===== src/rtl/addsub_multicycle.sv =====
// addsub_multicycle: slice-serial adder/subtractor with signed/unsigned
// set-less-than. Operands are consumed SLICE_W bits per clock with the
// inter-slice carry held in a register, so the combinational carry chain
// is only SLICE_W bits long. Valid/ready handshakes on both sides.
module addsub_multicycle #(
  parameter int WIDTH   = 32,
  parameter int SLICE_W = 8
) (
  input  logic             i_clk,
  input  logic             i_reset,
  input  logic             i_valid,
  output logic             o_ready,
  input  logic [WIDTH-1:0] i_a,
  input  logic [WIDTH-1:0] i_b,
  input  logic [1:0]       i_op,
  output logic             o_valid,
  input  logic             i_ready,
  output logic [WIDTH-1:0] o_result,
  output logic             o_carry,
  output logic             o_overflow,
  output logic             o_zero,
  output logic             o_negative,
  output logic             o_busy
);

  localparam int NSLICE = WIDTH / SLICE_W;
  localparam int IDX_W  = (NSLICE > 1) ? $clog2(NSLICE) : 1;
  localparam logic [IDX_W-1:0] LAST_IDX = IDX_W'(NSLICE - 1);

  localparam logic [1:0] OP_ADD  = 2'b00;
  localparam logic [1:0] OP_SLT  = 2'b10;
  localparam logic [1:0] OP_SLTU = 2'b11;

  // Reject slice widths that do not tile the operand exactly.
  generate
    if (SLICE_W < 1 || SLICE_W > WIDTH || (WIDTH % SLICE_W) != 0) begin : g_bad_params
      $error("addsub_multicycle: SLICE_W must divide WIDTH and be <= WIDTH");
    end
  endgenerate

  typedef enum logic [1:0] {
    IDLE = 2'b00,
    CALC = 2'b01,
    DONE = 2'b10
  } state_t;

  state_t             state_q, state_d;
  logic [WIDTH-1:0]   a_q, a_d;
  logic [WIDTH-1:0]   b_q, b_d;
  logic [1:0]         op_q, op_d;
  logic [IDX_W-1:0]   idx_q, idx_d;
  logic               carry_q, carry_d;
  logic [WIDTH-1:0]   sum_q, sum_d;
  logic               ovf_q, ovf_d;

  int                 base;
  logic [SLICE_W-1:0] a_slice;
  logic [SLICE_W-1:0] b_slice;
  logic [SLICE_W:0]   slice_sum;
  logic               msb_cin;
  logic               sub_like_in;

  logic               is_done;
  logic               slt_bit;
  logic               sltu_bit;
  logic [WIDTH-1:0]   final_result;

  assign sub_like_in = (i_op != OP_ADD);

  // Slice adder: current slice of A and (pre-inverted) B plus the carry register.
  always_comb begin
    base      = int'(idx_q) * SLICE_W;
    a_slice   = a_q[base +: SLICE_W];
    b_slice   = b_q[base +: SLICE_W];
    slice_sum = {1'b0, a_slice} + {1'b0, b_slice} + {{SLICE_W{1'b0}}, carry_q};
    // Carry into the top bit of the slice recovered from the bit-level sum.
    msb_cin   = a_slice[SLICE_W-1] ^ b_slice[SLICE_W-1] ^ slice_sum[SLICE_W-1];
  end

  // Next-state and datapath register updates for IDLE/CALC/DONE.
  always_comb begin
    state_d = state_q;
    a_d     = a_q;
    b_d     = b_q;
    op_d    = op_q;
    idx_d   = idx_q;
    carry_d = carry_q;
    sum_d   = sum_q;
    ovf_d   = ovf_q;

    case (state_q)
      IDLE: begin
        if (i_valid) begin
          a_d     = i_a;
          b_d     = i_b ^ {WIDTH{sub_like_in}};
          op_d    = i_op;
          carry_d = sub_like_in;
          idx_d   = '0;
          ovf_d   = 1'b0;
          state_d = CALC;
        end
      end
      CALC: begin
        sum_d[base +: SLICE_W] = slice_sum[SLICE_W-1:0];
        carry_d                = slice_sum[SLICE_W];
        if (idx_q == LAST_IDX) begin
          idx_d   = '0;
          ovf_d   = msb_cin ^ slice_sum[SLICE_W];
          state_d = DONE;
        end else begin
          idx_d = idx_q + 1'b1;
        end
      end
      DONE: begin
        if (i_ready) begin
          state_d = IDLE;
        end
      end
      default: begin
        state_d = IDLE;
      end
    endcase
  end

  // State and datapath registers; reset discards any in-flight operation.
  always_ff @(posedge i_clk or posedge i_reset) begin
    if (i_reset) begin
      state_q <= IDLE;
      a_q     <= '0;
      b_q     <= '0;
      op_q    <= 2'b00;
      idx_q   <= '0;
      carry_q <= 1'b0;
      sum_q   <= '0;
      ovf_q   <= 1'b0;
    end else begin
      state_q <= state_d;
      a_q     <= a_d;
      b_q     <= b_d;
      op_q    <= op_d;
      idx_q   <= idx_d;
      carry_q <= carry_d;
      sum_q   <= sum_d;
      ovf_q   <= ovf_d;
    end
  end

  // Result selection and flags; everything reads zero outside DONE.
  always_comb begin
    is_done  = (state_q == DONE);
    slt_bit  = sum_q[WIDTH-1] ^ ovf_q;
    sltu_bit = ~carry_q;
    case (op_q)
      OP_SLT:  final_result = WIDTH'(slt_bit);
      OP_SLTU: final_result = WIDTH'(sltu_bit);
      default: final_result = sum_q;
    endcase

    o_valid    = is_done;
    o_ready    = (state_q == IDLE);
    o_busy     = (state_q != IDLE);
    o_result   = is_done ? final_result : '0;
    o_carry    = is_done & carry_q;
    o_overflow = is_done & ovf_q;
    o_zero     = is_done & (final_result == '0);
    o_negative = is_done & final_result[WIDTH-1];
  end

endmodule


===== config.mk =====
export PLATFORM = sky130hd
export DESIGN_NAME = addsub_multicycle
export DESIGN_NICKNAME = d
export VERILOG_FILES = /design/src/rtl/addsub_multicycle.sv
export SDC_FILE = /design/constraint.sdc
export NUM_CORES = 1
export LEC_CHECK = 0
export BUFFER_PORTS_ARGS = -buffer_cell sky130_fd_sc_hd__buf_4
export CAP_MARGIN = 40
export CELL_PAD_IN_SITES_DETAIL_PLACEMENT = 2
export CELL_PAD_IN_SITES_GLOBAL_PLACEMENT = 2
export CORE_MARGIN = 5
export CORE_UTILIZATION = 33
export CTS_CLUSTER_DIAMETER = 50
export CTS_CLUSTER_SIZE = 8
export DETAILED_ROUTE_END_ITERATION = 10
export GPL_TIMING_DRIVEN = 1
export PLACE_DENSITY = 0.8
export SLEW_MARGIN = 20
export SYNTH_ARGS = -nofsm -noshare
export SYNTH_HDL_FRONTEND = slang
export SYNTH_SLANG_ARGS = --single-unit

===== constraint.sdc =====
create_clock -name i_clk -period 2.8 [get_ports i_clk]
set_input_delay 0.14 -clock i_clk [delete_from_list [all_inputs] [get_ports i_clk]]
set_output_delay 0.14 -clock i_clk [all_outputs]
set_load 0.005 [all_outputs]

==> impl_summary.md, run 1 <==
Clocking
The later pin in the worst-skew pair is clocked with a latency of 350 ps. For this design, the sink count on the clock tree is approximately 100. The maximum number of buffers from clock root to sink is 2. TritonCTS built the clock tree. The CTS clock-pin slew for the worst setup and hold paths is around 70 ps. The root buffer cell chosen for the clock tree is sky130_fd_sc_hd__clkbuf_16. The CTS H-tree depth is 3. The clock buffer count from CTS is 9.

STA
The number of pins with negative max-slew slack in the final report is 0. The post-route minimum period is 2638 ps. Setup violations remaining at the end of the flow were counted as 0.

Setup repair after global routing left no endpoint under its margin. The clock skew after layout is 7.675 ps. Across all hold checks on the routed design, the worst slack comes to 22.18 ps. At the pin with the least slew margin, the transition time is 638.9 ps.

In this run the tightest slew margin relative to its limit is 0.5741. The number of hold-slack violations in the final timing report is 0. Static timing analysis puts the maximum clock frequency at 379.1 MHz. For the final routed database, the setup TNS stands at 0 ps. The share of the cycle needed by the critical path after routing is 0.9421.

Detailed routing
The number of routed nets with antenna violations is 0. The DRC violation total after the first TritonRoute iteration is 154. The via count is 3,909. Using the TritonRoute via totals, the vias-per-cell ratio works out to 5.012. The number of optimization iterations in the first detailed-route pass is 4. Wires add up to 16.11 mm. After detailed routing, the average wire length per cell comes to around 21 µm.

For this run, design rule violations remaining after detail routing come to 0.

Global routing
The first global-routing pass estimated 25.59 mm of wire. The total routing usage reported by global routing is 0.1783. Entering global routing, the biggest net connects 105 pins. The number of antenna violations at the first check in global routing is 0. After global routing the overflow that remains totals 0. The via count of the first global-routing pass was 4,601.

Place
The HPWL after detailed placement is 12.27 mm. The final weighted congestion in routability-driven placement is a little over 0.8. Input and output buffers added on the ports amount to 108.

Floorplan
The floorplan die height is around 140 µm. The initial utilization of the core area, before any placement, comes to 0.3368. Pin placement for this block handled 109 I/O pins. The area of the placeable core is roughly 16,000 µm². The area of the die is between 15,000 and 20,000 µm². The number of rows in the core area is 46. Measured along the x axis, the die boundary spans 137.6 µm.

Min path
In this run the worst hold path is classified as primary input to register. The hold path startpoint is i_a[27]. Along the worst hold path, the cell count comes to 2.

Power
The internal power of the cells is 4.976 mW. The power share of the combinational group is 0.565. In this run the power spent charging and discharging nets is 3.863 mW. The clock power share is 0.132.

The analysis attributes to cell leakage a power of 3.247 nW. The relative contribution of sequential cells to total power is 0.303. The switching power share of the total is 0.4370. Power spread over the standard cell area amounts to 1301 nW/µm². Across the VDD grid, the largest voltage drop is 0.0006010 V. The overall power after layout is between 8 and 9 mW.

Synth
The mapped netlist covers between 5000 and 6000 µm². Yosys printed 0 warnings. When the netlist entered floorplanning its net count stood at 533. The async set or reset register ratio after synthesis is 1.000. For this run, the register share of the synthesized area comes to 0.4847. The average cell area after synthesis is 11.98 µm². The number of flops mapped to enable cells by yosys is 0. Counting flops and latches in the post-synthesis netlist gives between 100 and 150. Among all flip-flop cells after synthesis, the most frequent one is sky130_fd_sc_hd__dfrtp_1. The commonest cells after synthesis are 104 x sky130_fd_sc_hd__dfrtp_1, 44 x sky130_fd_sc_hd__nand2_1, 44 x sky130_fd_sc_hd__o21ai_0.

The cell taking the most area after synthesis is sky130_fd_sc_hd__dfrtp_1. Counting every instance in the synthesized netlist gives 448. The cell with the most instances after synthesis is sky130_fd_sc_hd__dfrtp_1. Synthesis instantiated 46 different standard cells from the library. Of the post-synthesis cell area, the dominant cell type holds 0.4847. Ranked by total cell area, the synthesized netlist is headed by sky130_fd_sc_hd__dfrtp_1 48%, sky130_fd_sc_hd__mux4_2 6.7%, sky130_fd_sc_hd__xor2_1 5.7%.

Setup path
The worst setup path is of the register to register kind. On the critical path, the stage with the largest delay is an instance of sky130_fd_sc_hd__mux4_2. The kind of capture point of the worst setup path is a register. For the worst setup path, the data required time is 3030 ps. In this design, the stage delay of the slowest critical-path cell is 560 ps. The peak fanout along the critical path is 8. Traced cell by cell, the critical path runs through buf_4 > mux4_2 > ha_2 > o21ai_1 > nor3_1 > o22ai_2 > xnor2_2 > a22o_1.

The start point of the critical path is idx_q[0]. The number of cells on the worst reg-to-reg path is 8. The worst register-to-register path begins at idx_q[0]. The element type at the critical path start is a register. At the worst endpoint, the arrival time is 2870 ps.

Status
The flow ran to the end, and the final reports show no timing, DRC or antenna violations.

Finish
The signed area change from the synthesized netlist to the final layout is 26.57%. The number of inserted diodes is 0. In the final layout, the share of cells above drive strength 1 is 0.3759.

The layout net count is 645. Counting the fill cells in the layout gives between 1.5k and 2k.

Run
Across the run, the number of max-cap violations was 0.
==> metrics by stage <==
step | utilization | setup slack [ps] | std cells | instance area (µm²)
3_3_place_gp | 0.4051 | 175.5 | 762 | 6459
5_1_grt | 0.4262 | 1.835 | 780 | 6795
6_report | 0.4262 | 162.1 | 780 | 6795
2_1_floorplan | - | 8.352 | 448 | 5373
3_5_place_dp | 0.4051 | 96.87 | 762 | 6459
4_1_cts | 0.4230 | 20.57 | 779 | 6744
==> metal layers <==
| metal | track usage | share of wire | routed length (µm) |
|---|---|---|---|
| met3 | 0.02922 | 0.035 | 562 |
| met1 | 0.2217 | 0.43 | 6927 |
| met5 | 0 | 0 | 0 |
| met2 | 0.3132 | 0.52 | 8323 |
| met4 | 0.06153 | 0.018 | 296 |
==> cells by family (layout without fill, tap and decap cells) <==
kind of cell	after synthesis	in the layout	synth area share
xor gates and xnor gates	40	40	0.06665
buffers and inverters	34	150	0.03239
AOI/OAI and AO/OA	85	85	0.1035
muxes	51	51	0.1473
DFF	104	104	0.4847
adders and majority gates	15	15	0.03775
and+or+nand+nor	119	119	0.1277
==> state kept, by name, summed over array words and instances, names as in the netlist <==
register,count
a_q,32
ovf_q,1
sum_q,32
op_q,2
state_q,2
b_q,32
idx_q,2
carry_q,1
==> critical path, delay by kind of cell, from the launching register on <==
family          cells  cell delay [ps]
mux                 1              560
compound gates      3              490
flops               1              410
fa+ha+maj           1              400
simple gates        1              250
buf+inv             1              220
xor+xnor            1              180
==> final cells by class <==
class                      instances  area (µm²)  area share
clock buffer                      12       246.5     0.03627
clock inverter                     3       18.77    0.002762
inverter                          11       45.04    0.006629
multi-input combinational        310        2638      0.3881
sequential                       104        2604      0.3832
tap                              216       270.3     0.03977
timing repair buffer             124       973.4      0.1433
==> final timing paths <==
kind / end / slack, ps
hold reg to reg: b_q[14] / 480
setup / recovery: sum_q[7] / 160
setup reg to reg: sum_q[7] / 160
min in group asynchronous: a_q[20] / 520
hold / removal: a_q[27] / 20
max in group asynchronous: idx_q[0] / 1860
==> cells in the final DEF (no fill, tap or decap), types with 2 or more instances in the layout <==
master                          count
sky130_fd_sc_hd__xnor2_1            2
sky130_fd_sc_hd__xnor2_2            3
sky130_fd_sc_hd__ha_2               2
sky130_fd_sc_hd__nand2_4            5
sky130_fd_sc_hd__mux2_2            24
sky130_fd_sc_hd__dlygate4sd3_1      2
sky130_fd_sc_hd__inv_1              9
sky130_fd_sc_hd__xor2_1            35
sky130_fd_sc_hd__nand4_1            2
sky130_fd_sc_hd__buf_12             3
sky130_fd_sc_hd__nand2_1           43
sky130_fd_sc_hd__a22o_1            24
sky130_fd_sc_hd__clkbuf_16          9
sky130_fd_sc_hd__a21oi_1            5
sky130_fd_sc_hd__ha_1              11
sky130_fd_sc_hd__nand2b_1           4
sky130_fd_sc_hd__nand3_1            5
sky130_fd_sc_hd__a21oi_2            2
sky130_fd_sc_hd__nor3_1             2
sky130_fd_sc_hd__nor2_1             8
sky130_fd_sc_hd__clkbuf_1           2
sky130_fd_sc_hd__clkinv_2           2
sky130_fd_sc_hd__and2_1            33
sky130_fd_sc_hd__nor4_1             7
sky130_fd_sc_hd__buf_4            119
sky130_fd_sc_hd__mux4_2            16
sky130_fd_sc_hd__mux2_4            10
sky130_fd_sc_hd__dfrtp_1          103
sky130_fd_sc_hd__o21ai_2            2
sky130_fd_sc_hd__o21ai_0           43
==> power by group through the flow <==
stage / logic [mW] / clock network, mW / registers, mW
floorplan: 3.30 / 0 / 2.45
global placement: 4.45 / 0 / 2.65
detailed placement: 4.74 / 0 / 2.69
CTS: 4.85 / 1.20 / 2.68
global route: 5.40 / 1.25 / 2.75
finish: 4.99 / 1.17 / 2.68
==> timing repair <==
| action | CTS | global route |
|---|---|---|
| hold buffers | 2 | 0 |
| buffers inserted | 0 | 0 |
| endpoints found under the hold margin | 105 | 0 |
| resized for setup | 0 | 9 |
| setup endpoints to repair | 0 | 17 |
No activity file was read; power rests on OpenSTA's default activity.
==> run 2: changes to the inputs <==
--- a/config.mk
+++ b/config.mk
@@ -6,16 +6,17 @@
 export NUM_CORES = 1
 export LEC_CHECK = 0
 export BUFFER_PORTS_ARGS = -buffer_cell sky130_fd_sc_hd__buf_4
-export CAP_MARGIN = 40
+export CAP_MARGIN = 5
 export CELL_PAD_IN_SITES_DETAIL_PLACEMENT = 2
 export CELL_PAD_IN_SITES_GLOBAL_PLACEMENT = 2
 export CORE_MARGIN = 5
-export CORE_UTILIZATION = 33
+export CORE_UTILIZATION = 36
 export CTS_CLUSTER_DIAMETER = 50
 export CTS_CLUSTER_SIZE = 8
 export DETAILED_ROUTE_END_ITERATION = 10
 export GPL_TIMING_DRIVEN = 1
-export PLACE_DENSITY = 0.8
+export HOLD_SLACK_MARGIN = 0.06
+export PLACE_DENSITY = 0.83
 export SLEW_MARGIN = 20
 export SYNTH_ARGS = -nofsm -noshare
 export SYNTH_HDL_FRONTEND = slang
==> constraint.sdc (replaced) <==
create_clock -name i_clk -period 2.7 [get_ports i_clk]
set_input_delay 0.135 -clock i_clk [delete_from_list [all_inputs] [get_ports i_clk]]
set_output_delay 0.135 -clock i_clk [all_outputs]
set_load 0.005 [all_outputs]
==> impl_summary.md, run 2 (synthesis results as in run 1) <==
Status
The run finished with clean final reports.

Setup path
Data arrives at the worst endpoint at between 2000 and 3000 ps. By startpoint and endpoint, the worst setup path is classified as register to register. Along the worst path, the maximum fanout reaches 5.

The family of cells with the greatest summed delay on the critical path is adder cells. The delay of the slowest cell on the worst path is approximately 540 ps. The register-to-register path setup slack is roughly 65 ps.

Counting cells, the worst reg-to-reg path comes to 9. The worst register-to-register path ends at sum_q[22]. STA classifies the critical path endpoint as a register.

The critical path required time is 2950 ps. In this design, the critical path's most frequently occurring cell is sky130_fd_sc_hd__fa_1. Together, buffers and inverters on the worst path number 1. The element type at the critical path start is a register. Traced cell by cell, the critical path runs through mux4_2 > fa_1 > inv_1 > fa_1 > nand2b_1 > a21oi_4 > a31oi_2 > xnor2_2 > a22o_1. Tracing the worst setup path back leads to its startpoint at idx_q[0]. The slowest stage cell on the critical path is sky130_fd_sc_hd__mux4_2.

The startpoint of the lowest-slack register-to-register path is idx_q[0].

Min path
Along the worst hold path, the cell count comes to 3. The path class of the tightest hold or removal check is primary input to register. The startpoint identified for the worst hold timing path is i_b[24]. For hold timing, the worst endpoint is b_q[24].

Detailed routing
The detail-routed via count per cell is 5.192. The routed layout has 4,055 vias. The total detailed-routing wirelength is between 15 and 20 mm. The number of routed nets with antenna violations is 0. The average wire per cell in the routed design is approximately 22 µm. After detailed routing, the number of remaining DRC violations is 0. The pre-antenna-repair detailed-routing pass consisted of 4 iterations. The DRC violation total after the first TritonRoute iteration is 214.

Finish
Measured on the finished design, the core utilization comes to 0.4914. The fraction of layout cells with a size suffix above 1 is 0.3635. The top cell types in the final layout, fill and taps aside, are 116 x sky130_fd_sc_hd__buf_4, 103 x sky130_fd_sc_hd__dfrtp_1, 43 x sky130_fd_sc_hd__nand2_1, 43 x sky130_fd_sc_hd__o21ai_0, 36 x sky130_fd_sc_hd__dlygate4sd3_1. The signed area change from the synthesized netlist to the final layout is 33.54%. The layout net count is 677. 0 antenna diodes ended up in the layout. The most frequent standard cell in the layout excluding fill and tap cells is sky130_fd_sc_hd__buf_4. In the final layout, the registers with the most flip-flops are a_q: 32 flops, b_q: 32 flops, sum_q: 32 flops.

Clocking
The H-tree was split into 3 levels. The longest clock path from root to sink contains 2 buffers. Clock tree synthesis found a total of 104 sinks. The CTS clock-pin slew for the worst setup and hold paths is 70 ps.

The clock reaches the later pin of the worst-skew pair after roughly 360 ps. The tree is rooted in a sky130_fd_sc_hd__clkbuf_16. The clock tree from TritonCTS is done.

The clock buffer count from CTS is 9.

Place
The number of buffer cells added on primary ports is 108. The pre-CTS setup slack is -55.65 ps. The final weighted congestion in routability-driven placement is 0.8169. The HPWL after detailed placement is 12.08 mm.

Run
The max capacitance violation total is 0.

Floorplan
The total area inside the core boundary comes to 14,590 µm². The die is roughly 130 µm tall. The top-level port count is 109. The starting density of the core is 0.3680. The die covers 17,460 µm². The x dimension of the die is ~130 µm. The floorplan has between 40 and 50 rows.

Global routing
The global route total overflow is 0. The wire length of the first global-routing pass is 27.56 mm. The number of antenna violations at the first check in global routing came to 0.

The via count of the first global-routing pass is 4,705. The total routing usage reported by global routing is 0.2034. Entering global routing, the biggest net connects 105 pins.

STA
In this run the tightest slew margin relative to its limit is 0.6151. The minimum setup slack in the final design is 65.31 ps. The pin slew with the least headroom to its limit is 576.1 ps. Setup violations remaining at the end of the flow were counted as 0.

The post-route minimum period is about 2600 ps. The number of hold-slack violations in the final timing report is 0. Static timing analysis puts the maximum clock frequency at 379.6 MHz. Of the available clock period, the critical path in the final layout requires 0.9758.

The number of pins with negative max-slew slack in the final report came to 0. Across the routed clock network, the largest skew measured is slightly below 10 ps.

Power
In this run the static leakage power is between 3 and 4 nW. In this run the power density over the cells is 1354 nW/µm². The maximum VDD drop is around 0.00077 V.
==> run 2: changes by cell type in the layout (fill, tap and decap cells not counted), sizes merged <==
cell / previous run / this run
bufinv: 0 / 1
buf: 122 / 120
clkinv: 3 / 5
dlygate4sd3: 2 / 36
clkbuf: 12 / 10
==> run 2: where the power goes <==
part	switching (mW)	leakage [nW]	internal [mW]	total, mW
combinational	3.13	1.94	2.44	5.57
clock	0.591	0.152	0.740	1.33
sequential	0.564	1.31	2.24	2.81
total	4.29	3.41	5.42	9.71
==> run 2: timing repair <==
item                       CTS  global route
setup endpoints to repair   17            17
buffers inserted             0             1
gates resized for setup      6            11
hold endpoints to repair    59             0
pin swaps                    1             1
hold buffers                36             0
==> run 2: worst min-delay path: cells and delay by family <==
family,cells,cell delay [ps]
compound gates,1,130
xor+xnor,1,50
buf+inv,1,80
==> run 2: how the worst max path moves through the flow <==
stage | cells after the start | slack, ps | to
after floorplan | 10 | 30 | sum_q[14]
after global placement | 8 | 60 | sum_q[5]
after detailed placement | 8 | -60 | sum_q[29]
after CTS | 8 | -50 | sum_q[12]
after global routing | 8 | -30 | sum_q[23]
final | 9 | 70 | sum_q[22]
==> run 2: stage by stage <==
step,instances,power (mW),cell area (µm²),setup TNS [ps],hold WS (ps)
final,781,9.706,7169,0,76.29
after detailed placement,728,7.807,6417,-201.3,238.5
after CTS,780,9.413,7102,-183.8,69.56
after global placement,728,7.476,6417,0,221.8
after floorplan,448,5.974,5380,0,244.5
after global routing,781,10.27,7169,-136.2,97.11
==> run 2: per-layer routing <==
metal / global-route usage / routed length, µm / share of wire / up-vias
li1: - / - / - / 1870
met1: 0.2435 / 7090 / 0.41 / 2080
met2: 0.3678 / 9416 / 0.54 / 89
met3: 0.03550 / 553 / 0.032 / 16
met4: 0.06857 / 319 / 0.018 / 0
met5: 0 / 0 / 0 / -
==> run 2: layout make-up <==
type,instances,area [µm²]
well taps,184,230.2
repair buffers,156,1306
clock inverters,6,58.81
flip-flops and latches,104,2604
fillers,1405,7420
inverters,11,45.04
clock buffers,10,239.0
multi-input cells,310,2686
